--- src/rtl/chan_scan_pkg.sv ---
// Shared definitions for the channel scan multiplexer: FSM state encoding,
// default geometry, and the enabled-channel search used to step through a scan.
package chan_scan_pkg;

    typedef enum logic [1:0] {
        ST_IDLE   = 2'd0,
        ST_DIRECT = 2'd1,
        ST_SCAN   = 2'd2
    } state_t;

    localparam int DEF_WIDTH  = 12;
    localparam int DEF_NUM_CH = 6;
    localparam int MAX_CH     = 16;

    // Returned by next_enabled when no enabled channel remains.
    localparam logic [4:0] NO_CH = 5'd16;

    // Lowest channel k >= idx whose mask bit is set, or NO_CH if none.
    function automatic logic [4:0] next_enabled(input logic [15:0] mask,
                                                input logic [4:0]  idx);
        logic [4:0] res;
        res = NO_CH;
        for (int k = MAX_CH - 1; k >= 0; k--) begin
            if (mask[k] && (5'(k) >= idx)) begin
                res = 5'(k);
            end
        end
        return res;
    endfunction

endpackage

--- src/rtl/chan_scan_next_idx.sv ---
// Combinational scan stepper: given the channel enable mask and the channel
// currently on the output, returns the next enabled channel and whether the
// current channel is the final one of the scan.
module chan_scan_next_idx
    import chan_scan_pkg::*;
#(
    parameter int NUM_CH = DEF_NUM_CH,
    parameter int SEL_W  = 3
) (
    input  logic [NUM_CH-1:0] mask,
    input  logic [SEL_W-1:0]  idx,
    output logic [SEL_W-1:0]  next_idx,
    output logic              is_last
);

    logic [15:0] mask_ext;
    logic [4:0]  idx_ext;
    logic [4:0]  nxt;

    assign mask_ext = 16'(mask);
    assign idx_ext  = 5'(idx);
    assign nxt      = next_enabled(mask_ext, idx_ext + 5'd1);

    // next_idx is only meaningful when is_last is low.
    assign next_idx = SEL_W'(nxt);
    assign is_last  = (nxt == NO_CH);

endmodule

--- src/rtl/chan_scan_mux.sv ---
// Channel scan multiplexer. Direct mode is a registered N-to-1 select; scan
// mode snapshots all channels on start and streams them out lowest index
// first over a valid/ready handshake.
// Optional build macro CH_MASK_EN adds the ch_mask input, which restricts a
// scan to the enabled channels (mask captured together with the snapshot).
module chan_scan_mux
    import chan_scan_pkg::*;
#(
    parameter int WIDTH  = DEF_WIDTH,
    parameter int NUM_CH = DEF_NUM_CH,
    parameter int SEL_W  = 3
) (
    input  logic                    clk,
    input  logic                    rst,
    input  logic [NUM_CH*WIDTH-1:0] din,
    input  logic                    mode,
    input  logic [SEL_W-1:0]        sel,
    input  logic                    start,
`ifdef CH_MASK_EN
    input  logic [NUM_CH-1:0]       ch_mask,
`endif
    output logic [WIDTH-1:0]        out_data,
    output logic [SEL_W-1:0]        out_chan,
    output logic                    out_valid,
    input  logic                    out_ready,
    output logic                    out_last,
    output logic                    busy,
    output logic                    overrun
);

    state_t            state_q;
    state_t            state_d;
    logic [WIDTH-1:0]  chan [NUM_CH];
    logic [WIDTH-1:0]  snap [NUM_CH];
    logic [NUM_CH-1:0] mask_in;
    logic [NUM_CH-1:0] mask_q;
    logic [SEL_W-1:0]  first_idx;
    logic [SEL_W-1:0]  nxt_idx;
    logic              cur_last;
    logic              mask_any;
    logic              scan_go;
    logic              accept;

    for (genvar g = 0; g < NUM_CH; g++) begin : g_unpack
        assign chan[g] = din[g*WIDTH +: WIDTH];
    end

`ifdef CH_MASK_EN
    assign mask_in = ch_mask;
`else
    assign mask_in = '1;
    assign mask_q  = '1;
`endif

    assign first_idx = SEL_W'(next_enabled(16'(mask_in), 5'd0));
    assign mask_any  = |mask_in;

    // Stepping is always relative to the channel currently presented.
    chan_scan_next_idx #(
        .NUM_CH (NUM_CH),
        .SEL_W  (SEL_W)
    ) u_next (
        .mask     (mask_q),
        .idx      (out_chan),
        .next_idx (nxt_idx),
        .is_last  (cur_last)
    );

    assign busy     = (state_q == ST_SCAN);
    assign out_last = busy && cur_last;
    assign accept   = busy && out_valid && out_ready;

    // State register.
    always_ff @(posedge clk) begin
        if (rst) begin
            state_q <= ST_IDLE;
        end else begin
            state_q <= state_d;
        end
    end

    // Next-state logic; mode and start only matter while idle.
    always_comb begin
        state_d = state_q;
        scan_go = 1'b0;
        case (state_q)
            ST_IDLE: begin
                if (mode) begin
                    state_d = ST_DIRECT;
                end else if (start && mask_any) begin
                    state_d = ST_SCAN;
                    scan_go = 1'b1;
                end
            end
            ST_DIRECT: begin
                if (!mode) begin
                    state_d = ST_IDLE;
                end
            end
            ST_SCAN: begin
                if (accept && cur_last) begin
                    state_d = ST_IDLE;
                end
            end
            default: state_d = ST_IDLE;
        endcase
    end

    // Snapshot of all channels (and the mask) taken as a scan starts.
    always_ff @(posedge clk) begin
        if (scan_go) begin
            for (int k = 0; k < NUM_CH; k++) begin
                snap[k] <= chan[k];
            end
`ifdef CH_MASK_EN
            mask_q <= mask_in;
`endif
        end
    end

    // Output beat register and sticky overrun flag.
    always_ff @(posedge clk) begin
        if (rst) begin
            out_data  <= '0;
            out_chan  <= '0;
            out_valid <= 1'b0;
            overrun   <= 1'b0;
        end else begin
            if (busy && start) begin
                overrun <= 1'b1;
            end
            case (state_q)
                ST_IDLE: begin
                    out_valid <= scan_go;
                    if (scan_go) begin
                        out_data <= chan[first_idx];
                        out_chan <= first_idx;
                    end
                end
                ST_DIRECT: begin
                    out_valid <= mode;
                    if (mode) begin
                        out_data <= (int'(sel) < NUM_CH) ? chan[sel] : '0;
                        out_chan <= sel;
                    end
                end
                ST_SCAN: begin
                    if (accept) begin
                        out_valid <= !cur_last;
                        if (!cur_last) begin
                            out_data <= snap[nxt_idx];
                            out_chan <= nxt_idx;
                        end
                    end
                end
                default: out_valid <= 1'b0;
            endcase
        end
    end

endmodule

--- config.mk ---
export PLATFORM = sky130hd
export DESIGN_NAME = chan_scan_mux
export DESIGN_NICKNAME = d
export VERILOG_FILES = /design/src/rtl/chan_scan_pkg.sv /design/src/rtl/chan_scan_next_idx.sv /design/src/rtl/chan_scan_mux.sv
export SDC_FILE = /design/constraint.sdc
export NUM_CORES = 1
export LEC_CHECK = 0
export BUFFER_PORTS_ARGS = -buffer_cell sky130_fd_sc_hd__buf_2
export CAP_MARGIN = 20
export CELL_PAD_IN_SITES_DETAIL_PLACEMENT = 1
export CELL_PAD_IN_SITES_GLOBAL_PLACEMENT = 1
export CORE_MARGIN = 8
export CORE_UTILIZATION = 47
export DETAILED_ROUTE_END_ITERATION = 7
export HOLD_SLACK_MARGIN = 0.1
export PLACE_DENSITY = 0.85
export SLEW_MARGIN = 20
export SYNTH_ARGS = -nofsm -noshare
export SYNTH_HDL_FRONTEND = slang
export SYNTH_HIERARCHICAL = 1
export SYNTH_SLANG_ARGS = --single-unit
--- constraint.sdc ---
create_clock -name clk -period 4.3 [get_ports clk]
set_clock_uncertainty 0.1 [all_clocks]
set_input_delay 0.43 -clock clk [delete_from_list [all_inputs] [get_ports clk]]
set_output_delay 0.43 -clock clk [all_outputs]
set_load 0.01 [all_outputs]
==> results.ini <==
[synth]
synthXorXnorAreaFrac_pct = 0
synthCells = 368
synth.yosys.seq_area_share_pct = 54.04
async_reset_ff_share_pct = 0
synthMuxAreaShare_pct = 15.32
ys_warn_count = 6
synth_seq_cells = 91
synth_ff_type = edfxtp_1
synth_top_family_by_area = compound AO/OA/AOI/OAI gates
netlist_area_um2 = 4705
synth_compound_area_share_pct = 18.38
yosysUniqueCellTypes = 50
synth_simple_gate_area_share_pct = 5.638
synth-edff-count = 72
avgSynthCellArea_um2 = 12.78
synth_fa_ha_area_share_pct = 1.862

[clock_tree]
post_cts_resized = 0
clkSlewWorstSetupHoldPaths_ns = 0.10
cts_sinks = 91
numCtsBuffers = 9
cts-root-buf = clkbuf_8
clk_latency_ns = 0.36
cts_hold_buf = 0
cts_setup_buffers = 0
clockBufferDepth = 2
htreeDepth = 3
cts_tree = built

[cells_and_area]
final_area_um2 = 5480
drive_above_1_share_pct = 30.21
fin_nets = 552
final_cell_mix = buf_2 (98), mux2i_1 (72), edfxtp_1 (72)
diodes = 0
area_growth_pct = 16.49
instances_no_fill = 603
final_common_cell = buf_2

[timing]
tns_ns = 0
min_period_over_period_pct = 86.22
finalSetupViolations = 0
rsz0062_at_grt = false
fin_crit_ns = 3.707
maxSlewHeadroom_pct = 30.05
hold_viol = 0
fmax_mhz = 269.7
slew_viol_final = 0
worstMarginPinSlew_ns = 1.045

[worst_setup_path]
crit_end = out_data[2]
ff2ff_path_depth = 11
critPathSlowestCell = nor2_1
cp-start-kind = flop
critPathMaxFanout = 14
arrival_ns = 3.81
worstPathCellList = inv_1, ha_1, a21o_1, o21ai_0, o221ai_1, a31oi_2, buf_4, nor2_1, a22oi_1, a211oi_1, o32ai_2
crit_required_ns = 4.40
cpPeakStageDelay_ns = 0.84
crit_path_end_kind = flop
worstSetupPathType = flop to flop
crit_start = out_chan[1]
reg2reg_to = out_data[2]
r2r_start = out_chan[1]
r2r_slack_ns = 0.59

[global_route]
grt_antenna_before_repair = 0
grtUsageTotal_pct = 20.80
grt_max_degree = 43
grt_pass1_wl_um = 21330
grt-ovfl-total = 0
grt_pass1_vias = 4007

[drt]
drt.antenna.violating_nets = 0
routed_wl_um = 13690
viasPerCell = 5.844
dr_total_vias = 3524
drtIter0Drc = 219
drc = 0
wl_per_cell_um = 22.70
drtPass1Iterations = 4

[die]
die_w_um = 116.0
dieArea_um2 = 13470
die_h_um = 116.0
start_util_pct = 48.35
core.rowCount = 36
coreArea_um2 = 9729
ioPinCount = 99

[placement]
place_inst = 587
gp_congestion = 0.8068
place_area_um2 = 5286
portBuffers = 98
dp_hpwl_um = 9682

[hold_path]
min-delay-start = din[30]
hold_class = input pin to flop

[pwr]
p_leak_nw = 2.207
vdd_drop_max_v = 0.0001848
p_per_area_nw_per_um2 = 386.2

[run_status]
outcome = finished clean

[run]
maxCapViolCount = 0

## state kept, by name, summed over array words and instances (netlist names)
signal,cells
snap,72
out_data,12
out_chan,3
state_q,2
out_valid,1
overrun,1
## report_power, final
group | switching [mW] | internal, mW
Clock | 0.315 | 0.273
Sequential | 0.0318 | 1.03
Combinational | 0.290 | 0.181
Total | 0.637 | 1.48
## cells in the mapped netlist, types with 8 or more instances
cell type,instances,area share (%)
edfxtp_1,72,46
buf_4,8,1.3
inv_1,20,1.6
o21ai_1,12,1.3
dfxtp_1,19,8.1
o32ai_2,11,3.8
a211oi_1,13,2.1
nor2_1,16,1.3
mux2i_1,72,15
a21oi_1,19,2.0
a22oi_1,13,2.1
o22ai_1,12,1.6
## metrics by stage
stage / util, % / hold WS [ns] / setup slack, ns / total power, mW
floorplan: - / 0.3762 / 1.477 / 1.380
global placement: 54.33 / 0.3484 / 0.8613 / 1.515
detailed placement: 54.33 / 0.3666 / 0.6862 / 1.544
CTS: 56.33 / 0.1376 / 0.6866 / 2.125
global route: 56.33 / 0.1299 / 0.3867 / 2.202
finish: 56.33 / 0.1470 / 0.5927 / 2.116
## how the worst min path moves through the flow
stage,to,slack [ns],cells past startpoint
floorplan,out_data[11],0.38,2
global placement,overrun,0.35,2
detailed placement,out_data[0],0.37,2
CTS,snap[2][6],0.14,1
global route,snap[5][8],0.13,1
finish,snap[2][6],0.15,1
## per-layer routing
layer / track usage, % / up-vias / part of all wire [%]
li1: - / 1623 / -
met1: 24.82 / 1765 / 42
met2: 36.96 / 124 / 52
met3: 3.856 / 12 / 5.1
met4: 6.482 / 0 / 1.1
met5: 0 / - / 0
## worst max-delay path: cells and delay by family, from the launching register on
| kind | cells | cell delay, ns |
|---|---|---|
| flip-flops | 1 | 0.49 |
| buffers and inverters | 2 | 0.33 |
| AO/OA/AOI/OAI | 7 | 1.43 |
| AND/OR/NAND/NOR | 1 | 0.84 |
| adder cells (fa/ha/maj) | 1 | 0.37 |
## logic make-up (layout without fill, tap and decap cells)
logic type / after synthesis / in the layout
flops: 91 / 91
compound gates: 110 / 110
other cells: 1 / 6
fa+ha+maj: 7 / 7
mux: 72 / 72
buf+inv: 43 / 140
simple gates: 44 / 44
## area by class of cell
cell class	count	area (µm²)
fillers	1036	4249
flip-flops and latches	91	2542
multi-input cells	239	1967
repair buffers	104	535.5
well taps	133	166.4
clock buffers	11	131.4
inverters	20	75.07
clock inverters	5	62.56
Power figures use the tool's default switching activity.
